$ cat config.mk
export PLATFORM = sky130hd
export DESIGN_NAME = datapath_sequencer
export DESIGN_NICKNAME = d
export VERILOG_FILES = /design/src/rtl/datapath_sequencer.sv
export SDC_FILE = /design/constraint.sdc
export NUM_CORES = 1
export LEC_CHECK = 0
export ABC_AREA = 1
export CAP_MARGIN = 0
export CELL_PAD_IN_SITES_DETAIL_PLACEMENT = 2
export CELL_PAD_IN_SITES_GLOBAL_PLACEMENT = 2
export CORE_MARGIN = 8
export CORE_UTILIZATION = 40
export CTS_CLUSTER_DIAMETER = 200
export DETAILED_ROUTE_END_ITERATION = 10
export PLACE_DENSITY_LB_ADDON = 0.2
export SYNTH_ARGS = -nofsm -noshare
export SYNTH_HDL_FRONTEND = slang
export SYNTH_SLANG_ARGS = --single-unit
$ cat constraint.sdc
create_clock -name clk -period 7.8 [get_ports clk]
set_input_delay 1.56 -clock clk [delete_from_list [all_inputs] [get_ports clk]]
set_output_delay 1.56 -clock clk [all_outputs]
set_load 0.1 [all_outputs]
$ cat src/rtl/datapath_sequencer.sv
// Instruction sequencer for the register-file/ALU datapath: buffers 16-bit words
// in a FIFO and issues registered controls. Optional counters: DATAPATH_SEQ_PERF_EN.
module datapath_sequencer #(
  parameter int DEPTH = 4,
  parameter int IW    = 16
) (
  input  logic          clk,
  input  logic          rst_n,
  input  logic [IW-1:0] instr_i,
  input  logic          instr_valid_i,
  output logic          instr_ready_o,
  input  logic          Flag,
  output logic          Wen,
  output logic [3:0]    WA,
  output logic [3:0]    Sel,
  output logic [3:0]    RAA,
  output logic [3:0]    RAB,
  output logic [2:0]    Op,
  output logic          issue_o,
  output logic          busy_o,
  output logic [2:0]    state_o
`ifdef DATAPATH_SEQ_PERF_EN
  ,
  output logic [15:0]   issued_cnt_o,
  output logic [15:0]   skipped_cnt_o
`endif
);

  localparam int AW = $clog2(DEPTH);

  typedef enum logic [2:0] {
    S_IDLE    = 3'd0,
    S_ISSUE   = 3'd1,
    S_STALL   = 3'd2,
    S_FLAGCHK = 3'd3,
    S_DISCARD = 3'd4
  } state_t;

  localparam logic [1:0] K_LOAD  = 2'b00;
  localparam logic [1:0] K_ALU   = 2'b01;
  localparam logic [1:0] K_SKIPF = 2'b10;
  localparam logic [1:0] K_WAIT  = 2'b11;

  // Handshake: a word is transferred on a rising edge where instr_valid_i and
  // instr_ready_o are both high; instr_i must be held while valid && !ready.
  logic [IW-1:0] mem [DEPTH];
  logic [AW:0]   wr_ptr, rd_ptr, count, occ_keep, occ_pop;
  logic          full, empty, push, pop;
  logic [IW-1:0] head;

  state_t        state, state_nxt;
  logic [7:0]    wait_cnt;
  logic          do_issue, do_load, do_alu, do_discard, wait_load, wait_dec;

  assign count         = wr_ptr - rd_ptr;
  assign full          = (count == (AW+1)'(DEPTH));
  assign empty         = (count == '0);
  assign instr_ready_o = !full;
  assign push          = instr_valid_i && !full;
  assign head          = mem[rd_ptr[AW-1:0]];
  // Occupancy after this edge, without and with a pop of the head.
  assign occ_keep      = count + (AW+1)'(push);
  assign occ_pop       = occ_keep - (AW+1)'(1);
  assign busy_o        = !empty || (state != S_IDLE);
  assign state_o       = state;

  always_ff @(posedge clk) begin
    if (push) mem[wr_ptr[AW-1:0]] <= instr_i;
  end

  always_ff @(posedge clk or negedge rst_n) begin
    if (!rst_n) begin
      wr_ptr <= '0;
      rd_ptr <= '0;
    end else begin
      if (push) wr_ptr <= wr_ptr + (AW+1)'(1);
      if (pop)  rd_ptr <= rd_ptr + (AW+1)'(1);
    end
  end

  always_ff @(posedge clk or negedge rst_n) begin
    if (!rst_n) state <= S_IDLE;
    else        state <= state_nxt;
  end

  always_comb begin
    state_nxt  = state;
    pop        = 1'b0;
    do_issue   = 1'b0;
    do_load    = 1'b0;
    do_alu     = 1'b0;
    do_discard = 1'b0;
    wait_load  = 1'b0;
    wait_dec   = 1'b0;
    unique case (state)
      S_IDLE: begin
        if (!empty) state_nxt = S_ISSUE;
      end
      S_ISSUE: begin
        if (empty) begin
          state_nxt = S_IDLE;
        end else begin
          pop       = 1'b1;
          do_issue  = 1'b1;
          state_nxt = (occ_pop != '0) ? S_ISSUE : S_IDLE;
          unique case (head[15:14])
            K_LOAD:  do_load = 1'b1;
            K_ALU:   do_alu  = 1'b1;
            K_SKIPF: state_nxt = S_FLAGCHK;
            K_WAIT: begin
              wait_load = 1'b1;
              if (head[7:0] != 8'd0) state_nxt = S_STALL;
            end
            default: ;
          endcase
        end
      end
      S_STALL: begin
        // Counter is never zero here; leaving on the 1->0 step gives n extra cycles.
        wait_dec = 1'b1;
        if (wait_cnt == 8'd1) state_nxt = (occ_keep != '0) ? S_ISSUE : S_IDLE;
      end
      S_FLAGCHK: begin
        if (Flag) state_nxt = S_DISCARD;
        else      state_nxt = (occ_keep != '0) ? S_ISSUE : S_IDLE;
      end
      S_DISCARD: begin
        if (!empty) begin
          pop        = 1'b1;
          do_discard = 1'b1;
          state_nxt  = (occ_pop != '0) ? S_ISSUE : S_IDLE;
        end
      end
      default: state_nxt = S_IDLE;
    endcase
  end

  always_ff @(posedge clk or negedge rst_n) begin
    if (!rst_n) begin
      Wen      <= 1'b0;
      WA       <= '0;
      Sel      <= '0;
      RAA      <= '0;
      RAB      <= '0;
      Op       <= 3'b000;
      issue_o  <= 1'b0;
      wait_cnt <= '0;
    end else begin
      Wen     <= do_load;
      issue_o <= do_issue;
      if (do_load) begin
        WA  <= head[11:8];
        Sel <= head[3:0];
      end
      if (do_alu) begin
        Op  <= head[13:11];
        RAA <= head[7:4];
        RAB <= head[3:0];
      end
      if (wait_load)     wait_cnt <= head[7:0];
      else if (wait_dec) wait_cnt <= wait_cnt - 8'd1;
    end
  end

`ifdef DATAPATH_SEQ_PERF_EN
  always_ff @(posedge clk or negedge rst_n) begin
    if (!rst_n) begin
      issued_cnt_o  <= '0;
      skipped_cnt_o <= '0;
    end else begin
      if (do_issue && issued_cnt_o != 16'hFFFF)    issued_cnt_o  <= issued_cnt_o + 16'd1;
      if (do_discard && skipped_cnt_o != 16'hFFFF) skipped_cnt_o <= skipped_cnt_o + 16'd1;
    end
  end
`endif

endmodule

# [Yosys cells after proc, flatten, opt, wreduce, memory -nomap -nowiden]
# Memories as Yosys holds them, arrays and structs flattened.
# Index checks and enable logic that the tools add are counted.
# Widths: inputs -> output; s select.
[classes] n_reduce_logical=14 addsub=6 n_mux=27 eq_ne=12
[ops] operator="$mux 1" count=17
[ops] operator="$mux 8" count=2
[ops] operator="$pmux 3 s5" count=1
[ops] operator="$mux 3" count=4
[ops] operator="$reduce_bool 3->1" count=3
[ops] operator="$eq 8x1->1 const B" count=1
[ops] operator="$reduce_bool 8->1" count=1
[ops] operator="$sub 8x1->8 const B" count=1
[ops] operator="$add 3x1->3 const B" count=2
[ops] operator="$eq 3x2->1 const B" count=2
[ops] operator="$eq 3x3->1 const B" count=2
[ops] operator="$logic_not 3->1" count=2
[ops] operator="$ne 2x2->1 const B" count=3
[ops] operator="$eq 2x2->1 const B" count=2
[ops] operator="$mux 2" count=2
[ops] operator="$pmux 2 s2" count=1
[ops] operator="$add 3x1->3" count=1
[ops] operator="$eq 3x1->1 const B" count=1
[ops] operator="$reduce_and 3->1" count=1
[ops] operator="$sub 3x1->3 const B" count=1
[ops] operator="$sub 3x3->3" count=1
[ops] operator="$eq 2x1->1 const B" count=1
[ops] operator="$logic_not 1->1" count=2
[ops] operator="$logic_not 2->1" count=1
[ops] operator="other kinds (4)" count=4
[totals] regBits=38 mem_bits_rw=64 wordCells=71 input_bits=20 n_memories=1
[mem_list] name="mem" words=4 width=16 rd=1 rd_clocked_by_memory_dff=0 write_ports=1 line="46" text="logic [IW-1:0] mem [DEPTH];"

# [Longest topological paths before layout]
# Gate-level depths: netlist of run 1.
[logic_depth] depth_word=12 ltp_mapped=19

# [Worst setup path before layout of run 1]
# No wires, ideal clock.
[synth_path] path_kind="register to output" startpoint="register rd_ptr[0]" endpoint="output port instr_ready_o" path_stages_with_launch=6 n_path_buf=0 arrival_time_ps=2145 t_required_ps=6240 slack_ps=4095 path_cell_list="dfrtp_1 > ha_1 > fa_1 > nand2_1 > inv_1 > nand3_1"
[synth_between] elab_chain_cells=3
[synth_lines] item="from (decl)" line="47" text="logic [AW:0] wr_ptr, rd_ptr, count, occ_keep, occ_pop;"
[synth_lines] item="from (signal assigned)" line="77" text="if (pop) rd_ptr <= rd_ptr + (AW+1)'(1);"
[synth_lines] item="$sub 3x3->3" line="55" text="assign count = wr_ptr - rd_ptr;"
[synth_lines] item="$eq 3x3->1" line="56" text="assign full = (count == (AW+1)'(DEPTH));"
[synth_lines] item="$logic_not 1->1" line="58" text="assign instr_ready_o = !full;"
[synth_lines] item="to (decl)" line="11" text="output logic instr_ready_o,"
# No other way between the ends.

# [Worst setup path in the final report of run 1]
[layout_path] startpoint="register rd_ptr[1]" endpoint="output port instr_ready_o"
# Same word-level chain as after synthesis.

==> impl_metrics.csv, run 1 <==
group,metric,value,unit
run_status,status,"completed",
critical_path,cp_slowest_cell,"clkdlybuf4s50_1",
clock_tree,cts_tree,"built",
logic_synthesis,ys_ff_latch,102,
critical_path,critPathKind,"reg2out",
critical_path,r2r_cells,6,
route,viasPerCell,5.08,
sta,worstMarginPinSlew,1.03,ns
clock_tree,cts_buffer_depth,2,
sta,clock_skew,0.00828,ns
run,maxCapViolations,0,
logic_synthesis,synth.most_common_cell,"nand2_1",
layout,antennaDiodeCount,0,
clock_tree,cts-resized-gates,0,
critical_path,reg2reg_slack,4.60,ns
critical_path,arrival,3.26,ns
placed_design,gp_congestion,0.716,
route,via_count,3061,
logic_synthesis,synth_warnings,0,
route,drcViolationCount,0,
grt,grt_antenna_before_repair,0,
critical_path,crit_fanout,19,
clock_tree,insertion_delay,0.37,ns
grt,grt_max_degree,39,
sta,slew_violations,0,
clock_tree,clk_pin_slew,0.09,ns
critical_path,critical_path.cell_chain,"fa_1 > nand2_1 > inv_1 > nand3_1 > clkdlybuf4s50_1",
die,die_w,122,um
logic_synthesis,synth_flop_cell,"edfxtp_1",
layout,drive_gt1_share,9.29,%
min_path,hp-start,"WA[1]",
die,die_height,122,um
clock_tree,cts-root-buf,"clkbuf_8",
route,drtPass1Iterations,4,
clock_tree,cts_buffers,9,
logic_synthesis,syn_area,4460,um2
min_path,holdPathEnd,"WA[1]",
die,dieArea,14800,um2
logic_synthesis,synthesis.instances,413,
critical_path,worst_setup_path_start_kind,"register",
logic_synthesis,yosysSeqAreaShare,64.5,%
sta,final.setup.tns,0,ns
clock_tree,cts_hold_buf,0,
sta,fin_crit,4.82,ns
logic_synthesis,synth_top_area_cell,"edfxtp_1",
critical_path,required,6.24,ns
critical_path,cp-end-kind,"output port",
die,ios,46,
grt,grt_pass1_vias,3487,
placed_design,placed_cell_area,5010,um2
critical_path,timing.rr.start,"rd_ptr[1]",
die,rows,38,
critical_path,rr_endpoint,"mem[3][12]",
logic_synthesis,syn_nets,444,
sta,setup_violations,0,
sta,max_freq,0.208,GHz
grt,grt.overflow.total,0,
sta,grt_setup_unrepaired,"false",
route,drtIter0Drc,102,
clock_tree,post_cts_buffers,0,
route,ant_nets,0,
min_path,hold_path_depth,2,
grt,grt_use_total,16.2,%
clock_tree,htree_levels,3,
grt,grt_pass1_wl,18400,um
logic_synthesis,synth_cell_types,31,
logic_synthesis,synth_edf_count,64,
route,drt-total-wl,11100,um
clock_tree,clock-sinks,102,
layout,fin_nets,489,
min_path,hold_class,"reg2reg",
layout,stdcell_area,5180,um2
layout,area_growth,16.2,%
critical_path,critPathMaxStageDelay,1.15,ns
logic_synthesis,yosys-top-cells-area,"edfxtp_1 (43%), dfrtp_1 (21%), nand2_1 (9.6%), nand3_1 (3.5%), nor2_1 (3.0%)",
sta,hold_viol,0,
sta,relSlewSlack,31.2,%
die,start_util,41.1,%
sta,fin_crit_sh,61.8,%
die,core-area,10800,um2
logic_synthesis,ys_top_cells_by_count,"nand2_1 (114), edfxtp_1 (64), dfrtp_1 (38), nor2_1 (36)",
placed_design,dp_hpwl,7880,um
logic_synthesis,yosysTopAreaCellShare,43.1,%
route,wl_per_cell,18.4,um
logic_synthesis,avgSynthCellArea,10.8,um2
placed_design,portBuffers,45,
logic_synthesis,ys_async_sr_fraction,37.3,%
[metrics by stage]
step	hold WS [ns]	cells	setup slack (ns)	util, %
3_3_place_gp	0.459	587	3.41	46.2
4_1_cts	0.487	603	2.93	47.8
2_1_floorplan	0.455	413	4.10	-
6_report	0.480	603	2.98	47.8
3_5_place_dp	0.462	587	3.36	46.2
5_1_grt	0.509	603	2.84	47.8
[registers in the layout (all words and copies together), names as in the netlist, 3 cells and up]
name,flops
state_o,3
Op,3
rd_ptr,3
RAA,4
RAB,4
Sel,4
wait_cnt,8
mem,64
WA,4
wr_ptr,3
[metal layers]
layer | global-route usage, % | part of all wire [%]
met1 | 18.9 | 43
met4 | 5.24 | 1.3
met3 | 3.05 | 3.0
met5 | 0 | 0
met2 | 29.5 | 53
[layout make-up]
class                   instances  area (um2)
clock inverters                 6        36.3
inverters                      35         131
fillers                      1125        5660
well taps                     140         175
clock buffers                  10         138
flip-flops and latches        102        2870
multi-input cells             264        1370
repair buffers                 46         453
[cells in the final DEF (no fill, tap or decap), types with 10 or more instances in the layout]
master / instances
ha_1: 10
dfrtp_1: 38
o21ai_0: 16
nand2_1: 114
edfxtp_1: 64
clkbuf_8: 10
nand3_1: 31
inv_1: 31
nor2_1: 32
clkdlybuf4s50_1: 44
[kinds of logic (layout without fill, tap and decap cells)]
logic type               Yosys count  count (layout)  share of synthesized area [%]
AND/OR/NAND/NOR                  194             194                           18.4
flip-flops                       102             102                           64.5
AO/OA/AOI/OAI                     49              49                           6.96
buffers and inverters             47              97                           4.94
adder cells (fa/ha/maj)           11              11                           3.26
XOR/XNOR                          10              10                           1.97
[worst max-delay path: cells and delay by family, from the launching register on]
kind                     cells  cell delay, ns
buffers and inverters        2            1.27
flip-flops                   1            0.82
adder cells (fa/ha/maj)      1            0.56
AND/OR/NAND/NOR              2            0.23
[how the worst max path moves through the flow]
| stage | from | end | cells past startpoint |
|---|---|---|---|
| 2_1_floorplan | rd_ptr[0] | instr_ready_o | 5 |
| 3_3_place_gp | rd_ptr[1] | instr_ready_o | 5 |
| 3_5_place_dp | rd_ptr[0] | busy_o | 9 |
| 4_1_cts | rd_ptr[0] | busy_o | 9 |
| 5_1_grt | rd_ptr[0] | busy_o | 9 |
| 6_report | rd_ptr[1] | instr_ready_o | 5 |
Power of run 1 is left out: the tool's default activity adds up to more than one toggle a clock period on the data nets, which glitch-free logic cannot reach.
==> run 2, diff against run 1 <==
Settings changed: CORE_UTILIZATION 40 to 37.
Clock period 7.8 ns to 4.6 ns, I/O delays scaled along.
==> run 2 against run 1 <==
Hold slack improved by 0.0017 ns. Via count is 0.36% higher. Core utilization fell by 2.8 points.
==> impl_metrics.csv, run 2 (synthesis gave the netlist of run 1 again) <==
group,metric,value,unit
critical_path,reg2reg_slack,1.74,ns
die,ios,46,
clock_tree,insertion_delay,0.35,ns
layout,largest_reg_flops,64,
sta,final.setup.tns,0,ns
placed_design,dp_hpwl,7810,um
die,dieArea,15800,um2
sta,fin_crit_sh,68.7,%
route,wl_per_cell,18.0,um
critical_path,cpLargestDelayFamily,"adder cells",
clock_tree,clock-sinks,102,
die,start_util,37.6,%
clock_tree,cts-resized-gates,0,
clock_tree,cts-root-buf,"clkbuf_16",
critical_path,cp_common_cell,"inv_1",
die,rows,40,
sta,slew_violations,0,
critical_path,critPathKind,"reg2out",
die,die_height,126,um
layout,area_growth,19.7,%
placed_design,gp_congestion,0.732,
critical_path,crit_fanout,4,
layout,final_core_util,45.0,%
die,die_w,126,um
min_path,hold_path_depth,2,
grt,grt_antenna_before_repair,0,
route,drt-total-wl,11100,um
critical_path,timing.rr.start,"wr_ptr[0]",
clock_tree,htree_levels,3,
critical_path,worst_setup_path_start_kind,"register",
run,maxCapViolations,0,
critical_path,critical_path.cell_chain,"inv_1 > ha_1 > fa_1 > inv_1 > nand2_1 > nand3b_1 > nand2_2 > nand3_1 > buf_4",
sta,hold_viol,0,
layout,final_common_cell,"nand2_1",
run_status,status,"completed",
clock_tree,cts_hold_buf,0,
sta,setup_violations,0,
layout,area.sequential,2870,um2
min_path,hold_class,"reg2reg",
layout,mostFrequentLayoutCells,"nand2_1 (114), edfxtp_1 (64), clkdlybuf4s50_1 (42), dfrtp_1 (38), nor2_1 (36)",
critical_path,r2r_cells,17,
route,viasPerCell,5.00,
die,core-area,11900,um2
sta,grt_setup_unrepaired,"false",
layout,multi_input_area,1360,um2
sta,relSlewSlack,33.2,%
min_path,holdPathEnd,"WA[3]",
critical_path,rr_endpoint,"state_o[0]",
grt,grt_use_total,14.9,%
grt,grt.overflow.total,0,
sta,timing.hold.ws,0.481,ns
critical_path,cp-end-kind,"output port",
clock_tree,cts_buffers,9,
route,drtPass1Iterations,4,
sta,max_freq,0.317,GHz
sta,worstMarginPinSlew,0.999,ns
clock_tree,cts_buffer_depth,2,
critical_path,critPathMaxStageDelay,0.39,ns
critical_path,required,3.68,ns
clock_tree,post_cts_buffers,0,
layout,fill_cells,1245,
layout,fin_nets,494,
min_path,hp-start,"WA[3]",
route,ant_nets,0,
sta,clock_skew,0.00729,ns
clock_tree,clk_pin_slew,0.07,ns
placed_design,portBuffers,45,
grt,grt_max_degree,39,
route,drtIter0Drc,87,
sta,fin_crit,3.16,ns
critical_path,worstPathBufferInverterCount,3,
layout,antennaDiodeCount,0,
grt,grt_pass1_vias,3473,
layout,drive_gt1_share,10.0,%
critical_path,arrival,2.24,ns
clock_tree,cts_tree,"built",
critical_path,cp_slowest_cell,"dfrtp_1",
grt,grt_pass1_wl,18300,um
route,via_count,3072,
route,drcViolationCount,0,
[run 2: worst register-to-register path, delay by kind of cell, from the launching register on]
family / cells / cell delay, ns
simple gates: 10 / 0.91
fa+ha+maj: 3 / 0.98
buf+inv: 3 / 0.36
compound gates: 1 / 0.15
flops: 1 / 0.39
[run 2: layer usage]
layer / share of wire, % / vias to the layer above / track usage, % / wire, um
met3: 3.1 / 10 / 3.97 / 345
li1: - / 1480 / - / -
met5: 0 / - / 0 / 0
met2: 52 / 41 / 26.3 / 5720
met1: 44 / 1541 / 17.3 / 4860
met4: 1.3 / 0 / 4.88 / 140
[run 2: per-stage QoR]
| stage | instance area, um2 | std cells | setup slack, ns |
|---|---|---|---|
| floorplan | 4460 | 413 | 1.01 |
| global placement | 5040 | 599 | 1.90 |
| detailed placement | 5040 | 599 | 1.73 |
| CTS | 5340 | 615 | 1.39 |
| global route | 5340 | 615 | 1.29 |
| finish | 5340 | 615 | 1.44 |
[run 2: layout make-up]
| type | count | share of cell area, % |
|---|---|---|
| flip-flops and latches | 102 | 53.8 |
| inverters | 35 | 2.46 |
| clock inverters | 7 | 1.36 |
| clock buffers | 9 | 4.22 |
| repair buffers | 51 | 9.10 |
| well taps | 147 | 3.45 |
| multi-input cells | 264 | 25.6 |
[run 2: how the worst max path moves through the flow]
| stage | slack, ns | depth (start not counted) | from | endpoint |
|---|---|---|---|---|
| 2_1_floorplan | 1.01 | 7 | rd_ptr[0] | mem[3][0] |
| 3_3_place_gp | 1.90 | 9 | wr_ptr[0] | busy_o |
| 3_5_place_dp | 1.73 | 17 | wr_ptr[0] | state_o[0] |
| 4_1_cts | 1.39 | 9 | wr_ptr[0] | busy_o |
| 5_1_grt | 1.29 | 10 | wr_ptr[0] | busy_o |
| 6_report | 1.44 | 9 | wr_ptr[0] | busy_o |
Power of run 2 is left out for the same reason.
